$ cat src/rtl/mux2_rr_arbiter.sv
// Two-requester round-robin arbiter that drives the sel/en pair of a mux_2to1
// datapath and steers the granted requester onto one shared valid/ready channel.
module mux2_rr_arbiter #(
  parameter int W         = 8,
  parameter int MAX_BURST = 4
) (
  input  logic         clk,
  input  logic         rst,
  input  logic         req_valid0,
  input  logic [W-1:0] req_data0,
  output logic         req_ready0,
  input  logic         req_valid1,
  input  logic [W-1:0] req_data1,
  output logic         req_ready1,
  output logic         out_valid,
  output logic [W-1:0] out_data,
  input  logic         out_ready,
  output logic         sel,
  output logic         en,
  output logic         busy
);

  localparam int CNT_W = $clog2(MAX_BURST + 1);
  localparam logic [CNT_W-1:0] LAST_BEAT = CNT_W'(MAX_BURST - 1);

  typedef enum logic [1:0] {
    IDLE   = 2'd0,
    GRANT0 = 2'd1,
    GRANT1 = 2'd2
  } state_t;

  state_t           state_q, state_d;
  logic             last_grant_q, last_grant_d;
  logic [CNT_W-1:0] beat_cnt_q, beat_cnt_d;
  logic             sel_q, sel_d;

  logic granted;
  logic owner;
  logic cur_valid;
  logic oth_valid;
  logic beat;
  logic release_grant;

  // Gating with rst keeps a beat from being accepted in the cycle that aborts a grant.
  assign granted   = (state_q != IDLE) && !rst;
  assign owner     = (state_q == GRANT1);
  assign cur_valid = owner ? req_valid1 : req_valid0;
  assign oth_valid = owner ? req_valid0 : req_valid1;
  assign beat      = granted && cur_valid && out_ready;
  assign release_grant = !cur_valid || (beat && (beat_cnt_q == LAST_BEAT));

  always_ff @(posedge clk) begin
    // NOTE: non-blocking assignments so every flop samples the pre-edge values.
    if (rst) begin
      state_q      <= IDLE;
      last_grant_q <= 1'b1;
      beat_cnt_q   <= '0;
      sel_q        <= 1'b0;
    end else begin
      state_q      <= state_d;
      last_grant_q <= last_grant_d;
      beat_cnt_q   <= beat_cnt_d;
      sel_q        <= sel_d;
    end
  end

  always_comb begin
    // NOTE: every variable gets a default first so no path infers a latch.
    state_d      = state_q;
    last_grant_d = last_grant_q;
    beat_cnt_d   = beat_cnt_q;

    unique case (state_q)
      IDLE: begin
        if (req_valid0 && req_valid1) begin
          state_d = last_grant_q ? GRANT0 : GRANT1;
        end else if (req_valid0) begin
          state_d = GRANT0;
        end else if (req_valid1) begin
          state_d = GRANT1;
        end
      end
      GRANT0, GRANT1: begin
        if (release_grant) begin
          last_grant_d = owner;
          beat_cnt_d   = '0;
          if (oth_valid) begin
            state_d = owner ? GRANT0 : GRANT1;
          end else if (cur_valid) begin
            state_d = state_q;
          end else begin
            state_d = IDLE;
          end
        end else if (beat) begin
          beat_cnt_d = beat_cnt_q + CNT_W'(1);
        end
      end
      default: state_d = IDLE;
    endcase
  end

  // sel follows the grant and otherwise keeps its last registered value.
  always_comb begin
    sel_d = sel_q;
    if (state_d == GRANT0) sel_d = 1'b0;
    if (state_d == GRANT1) sel_d = 1'b1;
  end

  always_comb begin
    en         = granted;
    busy       = granted;
    sel        = sel_q;
    out_valid  = 1'b0;
    out_data   = '0;
    req_ready0 = 1'b0;
    req_ready1 = 1'b0;
    if (granted) begin
      out_valid  = cur_valid;
      out_data   = owner ? req_data1 : req_data0;
      req_ready0 = !owner && out_ready;
      req_ready1 = owner && out_ready;
    end
  end

endmodule

$ cat config.mk
export PLATFORM = sky130hd
export DESIGN_NAME = mux2_rr_arbiter
export DESIGN_NICKNAME = d
export VERILOG_FILES = /design/src/rtl/mux2_rr_arbiter.sv
export SDC_FILE = /design/constraint.sdc
export NUM_CORES = 1
export LEC_CHECK = 0
export ABC_AREA = 1
export ABC_CLOCK_PERIOD_IN_PS = 3900
export CAP_MARGIN = 20
export CORE_ASPECT_RATIO = 1.1
export CORE_MARGIN = 3
export CORE_UTILIZATION = 42
export CTS_CLUSTER_DIAMETER = 200
export DETAILED_ROUTE_END_ITERATION = 12
export GPL_TIMING_DRIVEN = 1
export PLACE_DENSITY = 0.82
export SLEW_MARGIN = 20
export SYNTH_ARGS = -nofsm -noshare
export SYNTH_HDL_FRONTEND = slang
export SYNTH_SLANG_ARGS = --single-unit
export TNS_END_PERCENT = 100
$ cat constraint.sdc
create_clock -name clk -period 3.9 [get_ports clk]
set_input_delay 0.39 -clock clk [delete_from_list [all_inputs] [get_ports clk]]
set_output_delay 0.39 -clock clk [all_outputs]
set_load 0.01 [all_outputs]
==> flow_metrics.env <==
export IMPL_status="finished clean"
export IMPL_synth_seq_cells=7
export IMPL_io_buffers=34
export IMPL_power_uw=331.8
export IMPL_num_nets_final=170
export IMPL_initial_core_util_pct=47.50
export IMPL_syn_nets=134
export IMPL_cts_resized=0
export IMPL_post_route_min_period_ps=2616
export IMPL_rr_endpoint="sel"
export IMPL_vdd_drop_max_mv=0.2705
export IMPL_clkTransAtPathRegs_ps=50
export IMPL_grt_setup_unrepaired="no"
export IMPL_final_cells=158
export IMPL_ys_warn_count=0
export IMPL_maxCapViolations=0
export IMPL_synth_cell_types=21
export IMPL_drt_pass1_iter_count=4
export IMPL_syn_area_um2=690.7
export IMPL_utilization_pct=72.72
export IMPL_routedWlPerCell_um=11.47
export IMPL_slew_headroom_pct=69.48
export IMPL_worstMarginPinSlew_ps=457.8
export IMPL_hp_start="sel"
export IMPL_period_share_pct=67.08
export IMPL_setup_tns_ps=0
export IMPL_r2r_setup_slack_ps=1510
export IMPL_cp_start_kind="register"
export IMPL_dp_cells=154
export IMPL_post_route_drc_count=0
export IMPL_multi_input_area_um2=466.7
export IMPL_hold_path_end="sel"
export IMPL_clock_sinks=7
export IMPL_reg2regPathDepth=14
export IMPL_p_per_area_mw_per_mm2=313.9
export IMPL_clkLatencyLatePin_ps=250
export IMPL_die_x_um=44.67
export IMPL_netlist_instances=107
export IMPL_r2r_start="state_q[0]"
export IMPL_grt_max_degree=15
export IMPL_p_leak_nw=0.4964
export IMPL_critPathArrivalTime_ps=2230
export IMPL_die_area_mm2=0.002168
export IMPL_whs_path_depth=2
export IMPL_cts_setup_buffers=0
export IMPL_wirelength_mm=1.812
export IMPL_viasPerCell=4.975
export IMPL_fmax_mhz=382.3
export IMPL_path_class="reg2out"
export IMPL_drive_above_1_share_pct=11.27
export IMPL_top_level_ports=35
export IMPL_coreArea_mm2=0.001454
export IMPL_dp_hpwl_mm=1.501
export IMPL_synth_seq_area_share_pct=20.29
export IMPL_grt_overflow=0
export IMPL_gp_congestion=0.8166
export IMPL_drv_slew=0
export IMPL_area_growth_pct=53.08
export IMPL_most_common_layout_cells="clkdlybuf4s50_1, nand2_1, inv_1"
export IMPL_finalHoldViolations=0
export IMPL_mostFrequentLayoutCell="clkdlybuf4s50_1"
export IMPL_die_h_um=48.53
export IMPL_setup_viol=0
export IMPL_hp_class="reg2reg"
export IMPL_clock_skew_ps=0.7445
export IMPL_cts_root_buffer="clkbuf_4"
export IMPL_vias=786
export IMPL_htreeDepth=1
export IMPL_cts_buffers=3
export IMPL_syn_area_per_cell_um2=6.455
export IMPL_grt_antenna_before_repair=0
export IMPL_ctsHoldBuffers=0
export IMPL_diodes=0
export IMPL_seqCellArea_um2=140.1
export IMPL_rows=14
export IMPL_grt_usage_pct=18.60
export IMPL_drt_first_iter_violations=8
export IMPL_postRouteAntennaNets=0
export IMPL_fillers=124
export IMPL_grt_pass1_vias=783
export IMPL_clockBufferDepth=2
export IMPL_cp_max_fo=14
export IMPL_grt_pass1_wl_mm=3.215
export IMPL_required_ps=3510
export IMPL_end_kind="output port"
export IMPL_cts_tree="yes"
-- through the flow --
step	worst slack (ps)	area (um2)	hold WS (ps)
after floorplan	2068	690.7	437.5
after global routing	1061	1057	478.4
final	1284	1057	448.2
after CTS	1258	1057	454.1
after detailed placement	1516	1031	443.7
after global placement	1536	1031	436.8
-- worst max-delay path, stage by stage, from the launching register on --
cell             delay [ps]
dfxtp_1                 350
inv_1                    80
ha_1                    370
inv_1                   350
nand2_2                 130
a21oi_1                 140
clkdlybuf4s50_1         560
-- state kept, by name, summed over array words and instances, names as in the netlist --
signal        count
state_q           2
last_grant_q      1
sel               1
beat_cnt_q        3
-- cell usage after synthesis --
cell type / number / share of area (%)
nand3_2: 1 / 1.4
o21ai_1: 1 / 0.72
nand2_2: 2 / 1.8
inv_2: 3 / 1.6
o21ai_0: 1 / 0.72
nand3_1: 5 / 3.6
buf_2: 1 / 0.72
o211a_1: 1 / 1.4
nand4_1: 2 / 1.8
o211ai_1: 1 / 1.1
nand3b_1: 1 / 1.1
dfxtp_1: 7 / 20
nand2_4: 4 / 6.5
nor2_4: 2 / 3.3
ha_1: 6 / 11
nand3_4: 1 / 2.5
nand2_1: 33 / 18
nor2_1: 6 / 3.3
a21oi_1: 13 / 9.4
inv_1: 14 / 7.6
buf_4: 2 / 2.2
-- routing by layer --
| layer | vias up | routed length, um | GRT usage [%] |
|---|---|---|---|
| met5 | - | 0 | 0 |
| met4 | 0 | 0 | 7.538 |
| met3 | 0 | 213 | 2.963 |
| met2 | 30 | 876 | 31.82 |
| met1 | 345 | 722 | 22.05 |
| li1 | 411 | - | - |
-- worst max-delay path by stage --
stage | from | to | slack (ps)
detailed placement | state_q[0] | sel | 1520
global placement | rst | out_valid | 1540
floorplan | state_q[0] | sel | 2070
finish | state_q[0] | out_valid | 1280
CTS | state_q[0] | out_valid | 1260
global route | state_q[0] | out_data[0] | 1060
-- final cells by class --
| cell class | count | share of cell area (%) |
|---|---|---|
| well taps | 16 | 1.893 |
| repair buffers | 34 | 32.19 |
| flip-flops and latches | 7 | 13.25 |
| clock buffers | 4 | 2.485 |
| inverters | 17 | 6.036 |
| multi-input cells | 80 | 44.14 |
-- cells by family after synthesis --
logic type | Yosys count | synth area share (%)
buffers and inverters | 20 | 12.14
and+or+nand+nor | 57 | 43.30
AOI/OAI and AO/OA | 17 | 13.40
DFF | 7 | 20.29
adders and majority gates | 6 | 10.87
-- power breakdown --
group / switching (mW) / internal (mW)
Sequential: 0.00653 / 0.0819
Combinational: 0.0961 / 0.0836
Clock: 0.0248 / 0.0389
No activity file was read; power rests on OpenSTA's default activity.
